**config.mk**
```make
export PLATFORM = sky130hd
export DESIGN_NAME = addrdecode_range
export DESIGN_NICKNAME = d
export VERILOG_FILES = /design/src/rtl/addrdecode_range.sv
export SDC_FILE = /design/constraint.sdc
export NUM_CORES = 1
export LEC_CHECK = 0
export CAP_MARGIN = 20
export CORE_ASPECT_RATIO = 0.6
export CORE_UTILIZATION = 44
export DETAILED_ROUTE_END_ITERATION = 10
export GPL_TIMING_DRIVEN = 0
export PLACE_DENSITY = 0.82
export RECOVER_POWER = 25
export SLEW_MARGIN = 20
export SYNTH_ARGS = -nofsm -noshare
export SYNTH_HDL_FRONTEND = slang
export SYNTH_SLANG_ARGS = --single-unit
```
**constraint.sdc**
```tcl
create_clock -name i_clk -period 4.4 [get_ports i_clk]
set_input_delay 1.1 -clock i_clk [delete_from_list [all_inputs] [get_ports i_clk]]
set_output_delay 1.1 -clock i_clk [all_outputs]
set_load 0.005 [all_outputs]
```
**src/rtl/addrdecode_range.sv**
```systemverilog
// Pipelined range-based address decoder with response-ordering hold-off and an outstanding-transaction counter.
// Optional error-request counter (o_errcnt/i_errclr) is built when ADDRDECODE_RANGE_ERRCNT_EN is defined.
module addrdecode_range #(
    parameter int                NS             = 4,
    parameter int                AW             = 32,
    parameter int                DW             = 32,
    parameter logic [NS*AW-1:0]  SLAVE_BASE     = {32'h3000_0000, 32'h2000_0000, 32'h1000_0000, 32'h0000_0000},
    parameter logic [NS*AW-1:0]  SLAVE_LAST     = {32'h3FFF_FFFF, 32'h2FFF_FFFF, 32'h1FFF_FFFF, 32'h0FFF_FFFF},
    parameter logic [NS-1:0]     ACCESS_ALLOWED = '1,
    parameter int                LGMAXPEND      = 4,
    parameter bit                OPT_LOWPOWER   = 1'b0
) (
    input  logic                 i_clk,
    input  logic                 i_reset_n,
    input  logic                 i_valid,
    output logic                 o_stall,
    input  logic [AW-1:0]        i_addr,
    input  logic [DW-1:0]        i_data,
    output logic                 o_valid,
    input  logic                 i_stall,
    output logic [NS:0]          o_decode,
    output logic [AW-1:0]        o_addr,
    output logic [DW-1:0]        o_data,
    input  logic                 i_retire,
    output logic [LGMAXPEND-1:0] o_pending,
`ifdef ADDRDECODE_RANGE_ERRCNT_EN
    output logic [15:0]          o_errcnt,
    input  logic                 i_errclr,
`endif
    output logic                 o_empty
);
    localparam int IW = $clog2(NS + 1);
    localparam logic [LGMAXPEND-1:0] MAXPEND = '1;

    logic [NS-1:0]        match;
    logic [IW-1:0]        dec_idx;
    logic [NS:0]          dec_onehot;
    logic                 full, order_block, accept;

    logic                 valid_q, valid_d;
    logic [NS:0]          decode_q, decode_d;
    logic [AW-1:0]        addr_q, addr_d;
    logic [DW-1:0]        data_q, data_d;
    logic [IW-1:0]        last_dest_q, last_dest_d;
    logic [LGMAXPEND-1:0] pending_q, pending_d;

    // Unsigned inclusive range test; a range with LAST < BASE can never satisfy both bounds.
    for (genvar gi = 0; gi < NS; gi++) begin : g_match
        assign match[gi] = ACCESS_ALLOWED[gi]
                        && (i_addr >= SLAVE_BASE[gi*AW +: AW])
                        && (i_addr <= SLAVE_LAST[gi*AW +: AW]);
    end

    // Scan from the top down so the lowest matching index overwrites the others.
    always_comb begin
        dec_idx = IW'(NS);
        for (int k = NS - 1; k >= 0; k--) begin
            if (match[k]) dec_idx = IW'(k);
        end
    end

    for (genvar gi = 0; gi <= NS; gi++) begin : g_onehot
        assign dec_onehot[gi] = (dec_idx == IW'(gi));
    end

    assign full        = (pending_q == MAXPEND);
    assign order_block = i_valid && !o_empty && (dec_idx != last_dest_q);
    assign o_stall     = (valid_q && i_stall) || order_block || full;
    assign accept      = i_valid && !o_stall;

    always_comb begin
        valid_d     = valid_q;
        decode_d    = decode_q;
        addr_d      = addr_q;
        data_d      = data_q;
        last_dest_d = last_dest_q;
        if (accept) begin
            valid_d     = 1'b1;
            decode_d    = dec_onehot;
            addr_d      = i_addr;
            data_d      = i_data;
            last_dest_d = dec_idx;
        end else if (!valid_q || !i_stall) begin
            valid_d = 1'b0;
            if (OPT_LOWPOWER) begin
                decode_d = '0;
                addr_d   = '0;
                data_d   = '0;
            end
        end
    end

    // Retire on an empty count is dropped; accept cannot occur while full.
    always_comb begin
        pending_d = pending_q;
        case ({accept, i_retire && !o_empty})
            2'b10:   pending_d = pending_q + LGMAXPEND'(1);
            2'b01:   pending_d = pending_q - LGMAXPEND'(1);
            default: pending_d = pending_q;
        endcase
    end

    always_ff @(posedge i_clk or negedge i_reset_n) begin
        if (!i_reset_n) begin
            valid_q     <= 1'b0;
            decode_q    <= '0;
            addr_q      <= '0;
            data_q      <= '0;
            last_dest_q <= '0;
            pending_q   <= '0;
        end else begin
            valid_q     <= valid_d;
            decode_q    <= decode_d;
            addr_q      <= addr_d;
            data_q      <= data_d;
            last_dest_q <= last_dest_d;
            pending_q   <= pending_d;
        end
    end

`ifdef ADDRDECODE_RANGE_ERRCNT_EN
    logic [15:0] errcnt_q, errcnt_d;

    always_comb begin
        errcnt_d = errcnt_q;
        if (i_errclr)
            errcnt_d = '0;
        else if (accept && (dec_idx == IW'(NS)) && (errcnt_q != 16'hFFFF))
            errcnt_d = errcnt_q + 16'd1;
    end

    always_ff @(posedge i_clk or negedge i_reset_n) begin
        if (!i_reset_n) errcnt_q <= '0;
        else            errcnt_q <= errcnt_d;
    end

    assign o_errcnt = errcnt_q;
`endif

    assign o_valid   = valid_q;
    assign o_decode  = decode_q;
    assign o_addr    = addr_q;
    assign o_data    = data_q;
    assign o_pending = pending_q;
    assign o_empty   = (pending_q == '0);

endmodule

```
==> results of run 1 <==
-- cells by family after synthesis --
| logic type | share of synthesized area (%) |
|---|---|
| mux | 31.1 |
| xor+xnor | 1.25 |
| fa+ha+maj | 1.65 |
| simple gates | 3.51 |
| buf+inv | 5.37 |
| compound gates | 2.01 |
| flops | 55.2 |
-- flip-flops by register name (all words and copies together) (netlist names) --
register,cells
o_data,32
last_dest_q,3
o_decode,5
o_valid,1
o_pending,4
o_addr,32
-- layer usage --
layer,GRT usage (%),vias up,share of wire (%)
li1,-,1028,-
met3,9.85,10,10
met4,5.34,0,1.0
met5,0,-,0
met2,28.0,109,43
met1,25.5,1061,45
-- cells in the final DEF (no fill, tap or decap), types with 2 or more instances in the layout --
cell type                         netlist  final
sky130_fd_sc_hd__clkdlybuf4s50_1        0    143
sky130_fd_sc_hd__inv_1                  4      4
sky130_fd_sc_hd__and2_1                 2      2
sky130_fd_sc_hd__mux2_4                68     68
sky130_fd_sc_hd__o21ai_0                2      2
sky130_fd_sc_hd__clkinv_2               1      5
sky130_fd_sc_hd__nor2_1                 4      4
sky130_fd_sc_hd__clkbuf_16              0      9
sky130_fd_sc_hd__clkbuf_1               1      2
sky130_fd_sc_hd__mux2_1                 3      3
sky130_fd_sc_hd__a21oi_1                2      2
sky130_fd_sc_hd__buf_12                 8      8
sky130_fd_sc_hd__xor2_1                 2      2
sky130_fd_sc_hd__dfrtp_1               77     77
sky130_fd_sc_hd__xnor2_1                3      3
sky130_fd_sc_hd__a21o_1                 2      2
sky130_fd_sc_hd__ha_1                   3      3
sky130_fd_sc_hd__nand2_1                4      4
sky130_fd_sc_hd__mux2i_1                3      3
-- cells in the mapped netlist, types with 2 or more instances --
cell type	count	area [um^2]
sky130_fd_sc_hd__dfrtp_1	77	1930
sky130_fd_sc_hd__mux2_4	68	1020
sky130_fd_sc_hd__buf_12	8	160
sky130_fd_sc_hd__inv_1	4	15.0
sky130_fd_sc_hd__nand2_1	4	15.0
sky130_fd_sc_hd__nor2_1	4	15.0
sky130_fd_sc_hd__ha_1	3	37.5
sky130_fd_sc_hd__mux2_1	3	33.8
sky130_fd_sc_hd__mux2i_1	3	30.0
sky130_fd_sc_hd__xnor2_1	3	26.3
sky130_fd_sc_hd__a21o_1	2	15.0
sky130_fd_sc_hd__a21oi_1	2	10.0
sky130_fd_sc_hd__and2_1	2	12.5
sky130_fd_sc_hd__o21ai_0	2	10.0
sky130_fd_sc_hd__xor2_1	2	17.5
-- cell type report --
type                    instances  area, um^2  area share [%]
plain buffers                   9         164            3.06
clock buffers                   9         225            4.21
clock inverters                 7        66.3            1.24
inverters                       6        23.8           0.444
multi-input cells             113        1380            25.7
flip-flops and latches         77        1930            36.0
well taps                     104         130            2.43
repair buffers                145        1440            26.9
-- power breakdown --
part / internal, uW / switching [uW] / total (uW) / leakage, uW
combinational: 1340 / 556 / 1900 / 0.00131
sequential: 1070 / 228 / 1290 / 0.000915
clock: 435 / 278 / 713 / 0.000145
total: 2840 / 1060 / 3900 / 0.00237
-- stage by stage --
stage | cell area, um^2 | utilization [%]
final | 5360 | 71.6
after global routing | 5360 | 71.6
after CTS | 5370 | 71.9
after floorplan | 3490 | -
after detailed placement | 5080 | 68.0
after global placement | 5060 | 67.7
-- how the worst max path moves through the flow --
stage	startpoint	end	slack, ns	depth (start not counted)
2_1_floorplan	i_addr[30]	o_pending[3]	1.04	12
3_3_place_gp	i_reset_n	o_data[25]	-0.42	1
3_5_place_dp	i_addr[30]	o_pending[3]	0.21	13
4_1_cts	i_addr[30]	o_stall	0.36	6
5_1_grt	i_addr[28]	o_stall	0.27	6
6_report	i_addr[30]	o_stall	0.36	6
==> summary by stage, run 1 <==
Hold path
The worst hold path terminates at o_addr[5]. In this run the worst hold path is classified as reg -> reg. The start point of the worst hold path is o_addr[5]. Counting instances, the worst hold path has a depth of 1.

Setup path
STA classifies the critical path startpoint as an input pin. Among all stages on the critical path, the largest delay is contributed by sky130_fd_sc_hd__clkdlybuf4s50_1. The critical path data arrival time is a little under 3 ns. On the critical path the largest part of the delay comes from buffers and inverters. The most frequent cell on the critical path is sky130_fd_sc_hd__clkdlybuf4s50_1. The highest net fanout along the worst path is 5. The critical path is of the in -> out type. Counting cells, the worst reg-to-reg path comes to 12. The startpoint of the worst register-to-register path is o_pending[0]. The sum of buffers and inverters on the critical path is 2.

The register-to-register setup slack is between 1 and 1.5 ns. The worst register-to-register path ends at o_pending[3]. The delay of the slowest cell on the worst path is 0.50 ns. Walking the worst path, the cells encountered are clkdlybuf4s50_1, or3_1, o22ai_1, a21oi_1, a21o_1, clkdlybuf4s50_1. The type of destination of the critical path is an output port.

At the worst endpoint, the required time is 3.30 ns.

Outcome
The flow ran to the end, but the final reports show violations. The final reports fail on max-capacitance violations, max-slew violations.

Placement
The quantity of I/O buffers inserted on ports is between 100 and 150. The number of instances in the placed design is about 450. The post-place setup slack is approximately 0.21 ns.

The wire-length estimate of the detail-placed layout is 5560 um. Routability-driven placement finished with a final weighted congestion of between 0.7 and 0.8.

Synth
Sequential elements use 55.2% of the synthesized area. The per-instance average area after synthesis is between 15 and 20 um^2. The async set or reset register ratio after synthesis is 100%. When the netlist entered floorplanning its net count stood at about 280. The total of flip-flops plus latches after synthesis is between 70 and 80.

Counting flops with a built-in enable in the synthesized netlist gives 0. The number of distinct library cells after synthesis is 33. The mapped netlist covers about 3500 um^2. The Yosys step of the flow raised 0 warnings. The post-synthesis instance total is 205. The flip-flop cell with the highest count after synthesis is sky130_fd_sc_hd__dfrtp_1.

Timing
The hold violation count in the final report came to 0. The worst hold margin is around 0.5 ns. The worst-margin pin slew is roughly 2.2 ns. The achievable clock frequency is 0.247 GHz. Setup repair after global routing left no endpoint under its margin. Of the available clock period, the critical path in the final layout requires around 90%. The final critical path time including I/O delays and setup is a little over 4 ns. The worst slew margin relative to its limit is -49.3%.

The number of max-slew violations in the final report is 44. The clock tree skew after final layout is between 0.005 and 0.006 ns. In the final timing run, aggregate negative setup slack is 0 ns. The worst setup slack after layout is 0.356 ns. Setup violations remaining at the end of the flow were counted as 0.

Layout
The number of antenna diodes in the final layout is 0. The total of fill cells in the finished design is a little over 500. For this run, the post-layout net count is approximately 430.

In the final layout, the share of cells above drive strength 1 is 27.3%. The count of cells in the finished layout, fillers not included, comes to 470. The synthesis-to-layout area growth is 53.3%.

Floorplan
In this run the vertical extent of the chip is about 70 um. The starting density of the core is ~47%. The horizontal extent of the die is about 120 um.

The total core area is 7480 um^2. The number of placement rows is 24. The area of the die is between 8000 and 9000 um^2.

145 I/O pins were placed.

Route
Detailed routing inserted a total of between 2,000 and 2,500 vias. In this run the remaining antenna-violating nets after routing total 0. In the routed design, unresolved DRC markers number 0. The number of detailed-route iterations in the first pass is 4. The detailed-route wire length is 7690 um. The average via count per standard cell is between 4 and 5. The detailed router finished its first iteration with slightly above 70 violations.

The routed length per placed instance is approximately 16 um.

CTS
The clock passes through at most 2 buffers. After clock tree synthesis, the clock-pin slew on the worst setup and hold paths is ~0.05 ns. The hold-fix buffer count after cts is 0. The root cell of the clock tree is sky130_fd_sc_hd__clkbuf_16. The number of setup buffers added after CTS is 0. TritonCTS built the clock tree. The insertion delay of the later-clocked pin in the worst-skew pair is 0.32 ns. The clock buffer count from CTS is 9.

The total number of H-tree levels is 3. Post-CTS repair changed the size of 0 cells. The tree built by TritonCTS fans out to 77 sinks.

Power
The total chip power is between 3000 and 4000 uW. IR analysis of the VDD net gives a maximum drop of about 0.53 mV. The power density over cell area is between 700 and 800 nW/um^2.

The static leakage is between 0.002 and 0.0025 uW.

Global route
Entering global routing, the biggest net connects 44 pins. The first global-routing pass estimated roughly 12,000 um of wire. After global routing the overflow that remains totals 0. The number of antenna violations at the first check in global routing is 0. The via count of the first global-routing pass is between 2,000 and 2,500.

The total routing resource utilization after global routing is between 10% and 20%.

Run
The count of max-cap constraint violations is 1.
(Power assumes the default switching activity.)
==> inputs of run 2 (changes only) <==
- CTS_BUF_LIST: unset -> sky130_fd_sc_hd__clkbuf_4 sky130_fd_sc_hd__clkbuf_8
- SKIP_LAST_GASP: unset -> 1
==> summary by stage, run 2 (synthesized netlist as in run 1, its figures left out) <==
Timing
The number of setup violations in the final report is 0 (unchanged). The number of max-slew violations in the final report is 44 (unchanged). The hold violation count in the final report came to 0 (unchanged).

The achievable clock frequency is 0.247 GHz (about the same). The clock tree skew after final layout is 0.00506 ns (-0.000703 ns). The worst setup slack after layout is 0.359 ns (+0.00265 ns).

The worst slew margin relative to its limit came to -49.0% (+0.30 points). The worst-margin pin slew is 2.24 ns (-0.00454 ns). The fraction of the cycle the final worst path needs is 91.8% (about the same). Setup repair after global routing left no endpoint under its margin. The final critical path time including I/O delays and setup is 4.04 ns (-0.00265 ns).

Hold path
The depth of the worst hold-timing path is 1 (unchanged). The classification of the worst-slack hold path is reg -> reg. The endpoint of the worst hold-timing path is o_addr[21]. The start point of the worst hold path is o_addr[21].

Power
The power spent charging and discharging nets is 1040 uW (-2.1%). The internal power came to 2660 uW (-6.3%). The portion of total power attributed to sequential cells was 34.8% (+1.7 points). The share of total power consumed by net switching is 28.1% (+0.88 points). The share of power burned in combinational logic is 51.2% (+2.6 points).

The maximum ir drop on the vdd rail came to 0.484 mV (-8.8%). The portion of total power attributed to the clock network is 13.9% (-4.4 points). The power density over cell area came to 705 nW/um^2 (-3.3%). The static leakage came to 0.00232 uW (-2.0%).

Route
The routed length per placed instance came to 16.3 um (-0.14%). The number of violations reported at the end of detailed-routing iteration 0 is 89 (+24%). The average via count per standard cell was 4.71 (+0.23%). The number of detailed-route iterations in the first pass came to 4 (unchanged). The detailed-route wire length is 7680 um (-0.14%). The number of design rule violations left after detail routing is 0 (unchanged).

The via count was 2,213 (+0.23%). The residual antenna-violating net count after detailed routing is 0 (unchanged).

CTS
The total clock sinks is 77 (unchanged). The TritonCTS clock tree is yes. The insertion delay of the later-clocked pin in the worst-skew pair was 0.35 ns (+0.03 ns). The clock buffer count from CTS was 9 (unchanged).

The number of setup buffers added after CTS was 0 (unchanged). Clock tree synthesis selected as its root buffer the cell sky130_fd_sc_hd__clkbuf_8. The deepest clock path buffer count is 2 (unchanged). The CTS clock-pin slew for the worst setup and hold paths was 0.07 ns (+0.02 ns). The hold-fix buffer count after cts is 0 (unchanged). The total number of H-tree levels is 3 (unchanged). The post-cts gate resize count is 0 (unchanged).

Floorplan
The area of the die is 8310 um^2 (unchanged). The floorplan die height is 71.0 um (unchanged). The I/O pin count was 145 (unchanged). The total core area came to 7480 um^2 (unchanged). The number of placement rows is 24 (unchanged). The starting density of the core is 46.7% (unchanged).

The horizontal extent of the die came to 117 um (unchanged).

Global route
The via count of the first global-routing pass is 2,412 (+0.54%). The pin count of the biggest net entering global routing is 44 (unchanged). The global-route wire length before repair came to 11,900 um (+0.34%). The number of antenna violations at the first check in global routing is 0 (unchanged). The total routing resource utilization after global routing is 19.5% (+0.13 points). The overflow left after global routing is 0 (unchanged).

Placement
The quantity of I/O buffers inserted on ports is 144 (unchanged). The routability congestion estimate from global placement is 0.732 (unchanged). The placed wire-length estimate is 5560 um (unchanged). The number of instances in the placed design is 454 (unchanged).

The area after detailed placement is 5080 um^2 (unchanged). The post-place setup slack is 0.213 ns (unchanged).

Setup path
The register-to-register setup slack is 1.33 ns (about the same). The highest net fanout along the worst path is 5 (unchanged). The startpoint of the worst register-to-register path is o_pending[0]. The critical path data arrival time came to 2.94 ns (about the same). The worst setup path is captured at an output port. The signal on the critical path passes through clkdlybuf4s50_1, or3_1, o22ai_1, a21oi_1, a21o_1, clkdlybuf4s50_1. The slowest cell on the critical path is sky130_fd_sc_hd__clkdlybuf4s50_1. The required time of the critical path was 3.30 ns (about the same). The type of element launching the critical path is an input pin.

The logic depth of the worst register-to-register path is 12 (unchanged). In this run the critical register-to-register path is captured at o_pending[3]. The most frequent cell on the critical path is sky130_fd_sc_hd__clkdlybuf4s50_1. By startpoint and endpoint, the worst setup path is classified as in -> out. In this design, the largest share of critical-path delay is due to buffers and inverters. The delay of the slowest cell on the worst path is 0.50 ns (about the same).

The sum of buffers and inverters on the critical path is 2 (unchanged).

Layout
The total number of nets in the final design came to 434 (unchanged). The synthesis-to-layout area growth is 50.4%. The number of diodes added for antenna fixing is 0 (unchanged). The area occupied by multi-input gates was 1380 um^2 (unchanged). The number of standard cells in the final layout excluding fillers is 470 (unchanged). The total of fill cells in the finished design is 517 (+2.0%).

The total area of sequential cells is 1930 um^2 (unchanged). The utilization after layout is 70.3% (-1.4 points). The most common cell after layout, fill and taps aside is sky130_fd_sc_hd__clkdlybuf4s50_1.

The library cells used most frequently in the layout, excluding fill and tap cells, are sky130_fd_sc_hd__clkdlybuf4s50_1 (143), sky130_fd_sc_hd__dfrtp_1 (77), sky130_fd_sc_hd__mux2_4 (68), sky130_fd_sc_hd__clkbuf_8 (9), sky130_fd_sc_hd__buf_12 (8). The share of post-route cells with drive strength above 1 was 27.3% (unchanged). The final instance area came to 5250 um^2 (-1.9%).

Outcome
The run finished, with violations left. The checks that failed: max-capacitance violations, max-slew violations.

Run
The count of max-cap constraint violations is 1 (unchanged).
-- run 2: cell counts in the layout (fill, tap and decap cells not counted) --
No cell type changed its count.
-- run 2: per-stage QoR --
stage          power, uW  setup TNS [ns]  hold WS, ns
4_1_cts             3750               0        0.504
5_1_grt             3930               0        0.526
3_5_place_dp        3200               0        0.484
3_3_place_gp        3150          -31.77        0.468
6_report            3700               0        0.496
2_1_floorplan       2260               0        0.483
-- run 2: cell type report --
class / instances / area share [%]
Clock inverter: 7 / 1.26
Multi-Input combinational cell: 113 / 26.2
Sequential cell: 77 / 36.7
Inverter: 6 / 0.452
Clock buffer: 9 / 2.36
Buffer: 9 / 3.12
Timing Repair Buffer: 145 / 27.4
Tap cell: 104 / 2.48
-- run 2: power by group through the flow --
stage / logic [uW] / clock network [uW] / registers [uW]
2_1_floorplan: 970 / 0 / 1290
3_3_place_gp: 1870 / 0 / 1280
3_5_place_dp: 1910 / 0 / 1290
4_1_cts: 1920 / 536 / 1290
5_1_grt: 2030 / 570 / 1330
6_report: 1900 / 516 / 1290
-- run 2: how the worst max path moves through the flow --
stage,from,cells after the start,to,slack [ns]
after floorplan,i_addr[30],12,o_pending[3],1.04
after global placement,i_reset_n,1,o_data[25],-0.42
after detailed placement,i_addr[30],13,o_pending[3],0.21
after CTS,i_addr[30],6,o_stall,0.36
after global routing,i_addr[28],6,o_stall,0.27
final,i_addr[30],6,o_stall,0.36
-- run 2: per-layer routing --
layer	global-route usage, %	up-vias	wire, um
met2	27.5	108	3250
met1	25.5	1069	3510
li1	-	1024	-
met5	0	-	0
met3	10.0	12	811
met4	7.03	0	108
==> inputs of run 3 (changes only) <==
- CAP_MARGIN: 20 -> unset
==> results of run 3 <==
Final layout, timing and power as in run 2 (identical DEF).
